## config.mk

```make
export PLATFORM = sky130hd
export DESIGN_NAME = pipelined_adder_subtractor
export DESIGN_NICKNAME = d
export VERILOG_FILES = /design/src/rtl/pipelined_adder_subtractor.sv
export SDC_FILE = /design/constraint.sdc
export NUM_CORES = 1
export LEC_CHECK = 0
export ABC_AREA = 1
export ABC_CLOCK_PERIOD_IN_PS = 3180
export BUFFER_PORTS_ARGS = -buffer_cell sky130_fd_sc_hd__buf_4
export CORE_MARGIN = 4
export CORE_UTILIZATION = 45
export DETAILED_ROUTE_END_ITERATION = 10
export GPL_TIMING_DRIVEN = 0
export SLEW_MARGIN = 20
export SYNTH_ARGS = -nofsm -noshare
export SYNTH_HDL_FRONTEND = slang
export SYNTH_SLANG_ARGS = --single-unit
```

## constraint.sdc

```tcl
create_clock -name CLK -period 3.18 [get_ports CLK]
set_input_delay 0.477 -clock CLK [delete_from_list [all_inputs] [get_ports CLK]]
set_output_delay 0.477 -clock CLK [all_outputs]
set_load 0.01 [all_outputs]
```

## src/rtl/pipelined_adder_subtractor.sv

```systemverilog
// Pipelined adder/subtractor: the carry ripples through one register stage per operand chunk.
// Valid/ready on both sides; a single global enable freezes the whole pipe under backpressure.
module pipelined_adder_subtractor #(
    parameter int unsigned DATA_WIDTH = 32,
    parameter int unsigned STAGES     = 4
) (
    input  logic                  CLK,
    input  logic                  RST,
    input  logic                  IN_VALID,
    output logic                  IN_READY,
    input  logic [DATA_WIDTH-1:0] A,
    input  logic [DATA_WIDTH-1:0] B,
    input  logic                  CI,
    input  logic                  SUB,
    output logic                  OUT_VALID,
    input  logic                  OUT_READY,
    output logic [DATA_WIDTH-1:0] S,
    output logic                  CO,
    output logic                  OV,
    output logic                  Z
);

    localparam int CHUNK = int'(DATA_WIDTH / STAGES);
    localparam int CW    = CHUNK + 1;
    localparam int ST    = int'(STAGES);
    localparam int NREG  = (ST > 1) ? ST - 1 : 1;

    // acc holds finished result chunks below the current stage and untouched A chunks above it;
    // b holds the remaining (already inverted for subtract) B chunks, current chunk in the LSBs.
    typedef struct packed {
        logic                  vld;
        logic                  sub;
        logic                  cy;
        logic                  z;
        logic [DATA_WIDTH-1:0] acc;
        logic [DATA_WIDTH-1:0] b;
    } stage_t;

    stage_t stage_q [NREG];
    stage_t stage_d [NREG];

    logic                  out_vld_q, out_vld_d;
    logic [DATA_WIDTH-1:0] s_q, s_d;
    logic                  co_q, co_d;
    logic                  ov_q, ov_d;
    logic                  z_q, z_d;

    logic                  en;
    stage_t                cur, nxt;
    logic [CHUNK:0]        add;
    logic                  a_sign, b_sign;

    assign en = !out_vld_q || OUT_READY;

    always_comb begin
        stage_d   = stage_q;
        out_vld_d = out_vld_q;
        s_d       = s_q;
        co_d      = co_q;
        ov_d      = ov_q;
        z_d       = z_q;

        cur.vld = IN_VALID;
        cur.sub = SUB;
        cur.cy  = CI ^ SUB;
        cur.z   = 1'b1;
        cur.acc = A;
        cur.b   = SUB ? ~B : B;

        nxt    = cur;
        add    = '0;
        a_sign = 1'b0;
        b_sign = 1'b0;

        for (int k = 0; k < ST; k++) begin
            a_sign  = cur.acc[DATA_WIDTH-1];
            b_sign  = cur.b[CHUNK-1];
            add     = {1'b0, cur.acc[k*CHUNK +: CHUNK]} + {1'b0, cur.b[CHUNK-1:0]} + CW'(cur.cy);
            nxt     = cur;
            nxt.acc[k*CHUNK +: CHUNK] = add[CHUNK-1:0];
            nxt.b   = cur.b >> CHUNK;
            nxt.cy  = add[CHUNK];
            nxt.z   = cur.z & (add[CHUNK-1:0] == '0);
            if (k < ST - 1) begin
                if (en) begin
                    stage_d[k] = nxt;
                end
                cur = stage_q[k];
            end
        end

        // After the loop nxt/add/a_sign/b_sign describe the final stage.
        if (en) begin
            out_vld_d = nxt.vld;
            if (nxt.vld) begin
                s_d  = nxt.acc;
                co_d = nxt.cy ^ nxt.sub;
                ov_d = (a_sign == b_sign) && (add[CHUNK-1] != a_sign);
                z_d  = nxt.z;
            end
        end
    end

    always_ff @(posedge CLK) begin
        if (RST) begin
            for (int i = 0; i < NREG; i++) begin
                stage_q[i] <= '0;
            end
            out_vld_q <= 1'b0;
            s_q       <= '0;
            co_q      <= 1'b0;
            ov_q      <= 1'b0;
            z_q       <= 1'b0;
        end else begin
            stage_q   <= stage_d;
            out_vld_q <= out_vld_d;
            s_q       <= s_d;
            co_q      <= co_d;
            ov_q      <= ov_d;
            z_q       <= z_d;
        end
    end

    assign IN_READY  = en;
    assign OUT_VALID = out_vld_q;
    assign S         = s_q;
    assign CO        = co_q;
    assign OV        = ov_q;
    assign Z         = z_q;

endmodule

```

==> results of run 1 <==
layout by cell type, fill, tap and decap left out, drive strengths merged:
| master | n |
|---|---|
| clkinvlp | 3 |
| bufinv | 1 |
| clkinv | 3 |
| o21bai | 3 |
| a31oi | 2 |
| nand3 | 35 |
| nand4 | 4 |
| o31a | 1 |
| xnor2 | 30 |
| inv | 72 |
| a21o | 1 |
| clkbuf | 58 |
| dfxtp | 192 |
| a21oi | 60 |
| buf | 133 |
| nand2 | 136 |
| ha | 28 |
| o211ai | 15 |
| nor2 | 283 |
| nor3 | 1 |
| fa | 8 |
| nand3b | 10 |
| or2 | 2 |
| o21ai | 170 |
| xor2 | 7 |
cell type report:
| class | count | area [um^2] |
|---|---|---|
| fill | 1902 | 8520 |
| multi-input combinational | 796 | 4180 |
| sequential | 192 | 3840 |
| timing repair buffer | 105 | 788 |
| clock buffer | 19 | 453 |
| buffer | 67 | 317 |
| tap | 234 | 293 |
| inverter | 66 | 250 |
| clock inverter | 13 | 126 |
registers in the layout, indices dropped and copies added, names as in the netlist:
| name | flops |
|---|---|
| S | 32 |
| CO | 1 |
| cur | 42 |
| stage_q | 112 |
| OV | 1 |
| OUT_VALID | 1 |
| b_sign | 1 |
| Z | 1 |
| a_sign | 1 |
power breakdown:
group / total [uW] / internal (uW) / leakage (uW) / switching [uW]
logic: 838 / 360 / 0.00275 / 478
clock network: 2110 / 1140 / 0.000279 / 969
registers: 2690 / 2580 / 0.00158 / 105
metal layers:
metal | GRT usage, % | vias up | share of wire [%]
met5 | 0 | - | 0
met4 | 4.37 | 0 | 0.75
met3 | 3.07 | 15 | 4.0
met2 | 33.9 | 154 | 45
met1 | 29.1 | 3325 | 50
li1 | - | 3886 | -
critical path: stages:
cell	delay, ps
buf_2	160
buf_4	240
xnor2_1	120
fa_1	440
fa_1	420
or2_2	330
nand3_1	70
nor2_1	40
nand3_1	70
nor2_1	40
nand3_1	60
a21oi_1	60
cells by family after synthesis:
group	count (synthesis)	synth area share (%)
adders and majority gates	36	5.94
DFF	192	44.8
AOI/OAI and AO/OA	252	15.9
xor gates and xnor gates	37	3.77
and+or+nand+nor	471	23.0
buffers and inverters	133	6.60
how the worst max path moves through the flow:
stage / to / cells after the start / from / slack, ps
after floorplan: stage_q[200] / 12 / SUB / 660
after global placement: stage_q[200] / 12 / SUB / 490
after detailed placement: stage_q[200] / 12 / SUB / 490
after CTS: stage_q[200] / 12 / SUB / 930
after global routing: stage_q[200] / 14 / SUB / 740
final: stage_q[200] / 12 / SUB / 930
through the flow:
step                cell area (um^2)  instances  setup slack (ps)
global placement                9670       1460               489
CTS                            10200       1492               931
detailed placement              9670       1460               487
global route                   10200       1492               740
floorplan                       8590       1121               655
finish                         10200       1492               931
==> metrics.md, run 1 <==
| Metric | Value |
|---|---|
| Status | `complete, no violations` |
| DRT Wirelength | `22.1 mm` |
| Clk sink count | `192` |
| Total gr overflow | `0` |
| TritonCTS clock tree | `yes` |
| Vias | `7380` |
| Die width | `146 um` |
| WS Path Type | `in -> reg` |
| IO Pins | `107` |
| Flop2flop setup slack | `980 ps` |
| Worst skew pair latency | `430 ps` |
| Post-cts hold buffer count | `0` |
| Initial Utilization | `45.8%` |
| Crit path arrival time | `2530 ps` |
| Finished Core Util | `54.6%` |
| Synthesized area | `8590 um^2` |
| Syn_area_per_cell | `7.66 um^2` |
| RSZ-0062 raised after global routing | `no` |
| Clock Tree Buf Depth | `2` |
| Cell with the most instances after synthesis | `nor2_1` |
| Max Transition Viols Final | `0` |
| Synth top cells by count | `nor2_1 (280), dfxtp_1 (192), o21ai_0 (160)` |
| Area leader, netlist | `dfxtp_1` |
| Largest net degree at the start of global routing | `18` |
| PD cells | `550 nW/um^2` |
| Crit path max fanout | `10` |
| DRC viols | `0` |
| Final hold slack | `263 ps` |
| Initial drt markers | `517` |
| Ant. Diodes | `0` |
| Total power | `5630 uW` |
| Crit share post-route | `70.7%` |
| Critical path capture point type | `flop` |
| Share of cells above drive strength 1 | `17.1%` |
| Cell Rows | `50` |
| Synth Instances | `1121` |
| FF-to-FF End | `stage_q[132]` |
| Die ar. | `21400 um^2` |
| Syn_nets | `1227` |
| Peak supply drop | `0.349 mV` |
| Synth-to-layout area growth | `19.3%` |
| Hold Fails Final Rpt | `0` |
| Global-route wire length before repair | `35.8 mm` |
| Post-route minimum period | `2250 ps` |
| Primary FF master, synth | `dfxtp_1` |
| DP Wirelength | `16.7 mm` |
| IO Port Bufs | `105` |
| Htree depth | `4` |
| Final net count | `1351` |
| Initial antenna violation count | `0` |
| Die H | `146 um` |
| Synth area leaders | `dfxtp_1 (45%), nor2_1 (12%), o21ai_0 (9.3%)` |
| Fmax | `445 MHz` |
| Via-per-instance ratio | `4.95` |
| WP data required | `3460 ps` |
| Core region area | `18800 um^2` |
| Startpoint types | `input pin` |
| Max capacitance violation total | `0` |
| Clock Skew | `7.84 ps` |
| WHS Endpoint | `stage_q[189]` |
| Total negative slack | `0 ps` |
| Hold Path Depth | `3` |
| Reg clk slew, reported paths | `70 ps` |
| Synth unique cells | `39` |
| Worst Tran Pin Value | `744 ps` |
| Routed len/inst | `14.8 um` |
| HP Class | `in -> reg` |
| RePlAce Congestion | `0.830` |
| Reg2reg path depth | `9` |
| Drt pass-1 iters | `5` |
| Post-CTS resize count | `0` |
| Relative slew slack | `50.4%` |
| CTS root buf | `clkbuf_16` |
| Vias in the first global route | `7055` |
| Pleak | `0.00461 uW` |
| R2r startpoint | `stage_q[136]` |
| Post-synthesis sequential area ratio | `44.8%` |
| Setup violators final | `0` |
| Worst hold start | `A[21]` |
| CTS buffer count | `17` |
| Share of the synthesized area in the top cell type | `44.8%` |
| Synthesized flop and latch total | `192` |
| Postcts setup bufs | `0` |
| EDFF count, synth | `0` |
| All-Layer GR Usage | `20.7%` |
| Synth async-reset ratio | `0%` |
| YS warnings | `0` |
| DRT antenna net count | `0` |
(Power assumes the default switching activity.)
==> run 2: changes to the inputs <==
- ABC_CLOCK_PERIOD_IN_PS: 3180 -> 1950
- PLACE_DENSITY: unset -> 0.67
- clock period: 3.18 -> 1.95 ns (I/O delays scaled with it)
==> run 2 against run 1 <==
Effect of this change: first-iteration DRC count grew 6.4%; clock skew is 0.74 ps higher; sequential share of layout area shrank 0.53 points; largest cell class unchanged; worst hold slack lost 190 ps; die area is the same; final cell count grew 0.34%; routed wire length decreased by 0.46%; critical endpoint is now cur[64]; critical path type is now reg -> reg; cell area up 1.6%; clock power up 69%; flip-flop and latch count stayed put; critical path depth decreased by 3.
==> metrics.md, run 2 (synthesis gave the netlist of run 1 again) <==
| Metric | Value |
|---|---|
| Slowest-stage cell, CP | `fa_2` |
| Post-route minimum period | `1940 ps` |
| CTS root buf | `clkbuf_16` |
| Fmax | `515 MHz` |
| Critical path capture point type | `flop` |
| Die ar. | `21400 um^2` |
| TritonCTS clock tree | `yes` |
| DRT Wirelength | `22.0 mm` |
| Die H | `146 um` |
| Peak supply drop | `0.666 mV` |
| Vias | `7613` |
| Worst skew pair latency | `430 ps` |
| DRT antenna net count | `0` |
| Core region area | `18800 um^2` |
| Multi-input gate area | `4250 um^2` |
| Synth-to-layout area growth | `21.3%` |
| Buf/Inv on CP | `0` |
| CP top delay family | `adder cells` |
| Met1 Usage GRT | `28.6%` |
| Crit-path cells | `fa_2 -> fa_2 -> xnor2_2 -> nand2_1 -> nor2_2 -> nand3_2 -> nor2_2 -> nand3_2 -> a21oi_2` |
| Crit path arrival time | `2300 ps` |
| Max reg flops | `112` |
| Largest net degree at the start of global routing | `17` |
| Status | `complete, no violations` |
| Met2 Use GR | `33.2%` |
| Setup violators final | `0` |
| Vias in the first global route | `7125` |
| Flop2flop setup slack | `7 ps` |
| Crit share post-route | `99.7%` |
| Initial antenna violation count | `0` |
| Relative slew slack | `54.3%` |
| Hold Path Depth | `3` |
| RSZ-0062 raised after global routing | `yes` |
| WHS Endpoint | `stage_q[189]` |
| Worst Tran Pin Value | `685 ps` |
| RePlAce Congestion | `0.876` |
| Via-per-instance ratio | `5.09` |
| Hold Fails Final Rpt | `0` |
| Final net count | `1356` |
| Htree depth | `4` |
| Initial Utilization | `45.8%` |
| PD cells | `901 nW/um^2` |
| Worst hold start | `A[21]` |
| Max capacitance violation total | `0` |
| WP depth | `9` |
| Startpoint types | `flop` |
| CTS buffer count | `17` |
| Max Transition Viols Final | `0` |
| Most common cell after layout, fill and taps aside | `nor2_1` |
| HP Class | `in -> reg` |
| WP data required | `2310 ps` |
| Ant. Diodes | `0` |
| WS Path Type | `reg -> reg` |
| Pleak | `0.00466 uW` |
| Final instance area | `10400 um^2` |
| Area of placed instances | `9730 um^2` |
| Clk sink count | `192` |
| Clock Tree Buf Depth | `2` |
| Top reg by flops | `stage_q` |
| R2r startpoint | `stage_q[133]` |
| All-Layer GR Usage | `20.6%` |
| Cell Rows | `50` |
| FF-to-FF End | `cur[64]` |
| GR Util met3 | `4.13%` |
| Drt pass-1 iters | `5` |
| Reg clk slew, reported paths | `70 ps` |
| Global-route wire length before repair | `35.8 mm` |
| Storage cell area | `3850 um^2` |
| Commonest non-fill, non-tap cells in the layout | `nor2_1 (279), dfxtp_1 (187), o21ai_0 (160)` |
| Largest stage delay, worst path | `400 ps` |
| GRT busiest layer | `met2` |
| Finished Core Util | `55.5%` |
| DP Wirelength | `16.3 mm` |
| IO Pins | `107` |
| Crit path max fanout | `3` |
| Post-cts hold buffer count | `0` |
| Routed len/inst | `14.7 um` |
| Clock Skew | `8.58 ps` |
| Reg2reg path depth | `9` |
| Share of cells above drive strength 1 | `18.8%` |
| Fill count | `1807` |
| Total gr overflow | `0` |
| IO Port Bufs | `105` |
| Initial drt markers | `550` |
| Die width | `146 um` |
| DRC viols | `0` |
## run 2: worst register-to-register path, stage by stage, from the launching register on
cell     delay (ps)
dfxtp_2         330
fa_2            400
fa_2            390
xnor2_2         220
nand2_1          90
nor2_2           90
nand3_2          80
nor2_2           90
nand3_2          70
a21oi_2         110
## run 2: timing repair
item,in CTS,in global routing
setup endpoints to repair,3,7
setup buffers,2,3
gates resized for setup,8,9
pin swaps,5,6
## run 2: worst max-delay path by stage
stage	startpoint	end	slack, ps
after floorplan	SUB	stage_q[200]	-200
after global placement	SUB	stage_q[200]	-310
after detailed placement	SUB	stage_q[200]	-330
after global routing	stage_q[133]	cur[64]	-70
final	stage_q[133]	cur[64]	7
after CTS	stage_q[201]	stage_q[132]	-9
## run 2: area by class of cell
| class | count | area share [%] |
|---|---|---|
| Buffer | 67 | 3.33 |
| Clock buffer | 23 | 4.49 |
| Clock inverter | 9 | 1.26 |
| Inverter | 66 | 2.40 |
| Multi-Input combinational cell | 796 | 40.8 |
| Sequential cell | 192 | 37.0 |
| Tap cell | 234 | 2.81 |
| Timing Repair Buffer | 110 | 7.93 |
## run 2: report_power, final
part	switching [uW]	internal, uW	total [uW]
combinational	800	628	1430
sequential	176	4220	4390
clock	1470	2090	3560
## run 2: per-layer routing
metal	wire, um	part of all wire, %
met1	10700	49
met2	10000	46
met3	1010	4.6
met4	233	1.1
met5	0	0
## run 2: metrics by stage
stage          hold slack, ps  worst slack, ps  power (uW)  TNS, ps  std cells
4_1_cts                  66.5            -8.91        9410    -8.91       1494
3_5_place_dp              459             -327        5850    -1260       1460
3_3_place_gp              457             -314        5830    -1170       1460
6_report                 75.5             6.52        9380        0       1497
5_1_grt                  72.6            -71.2        9840     -133       1497
2_1_floorplan             427             -201        5360     -209       1121
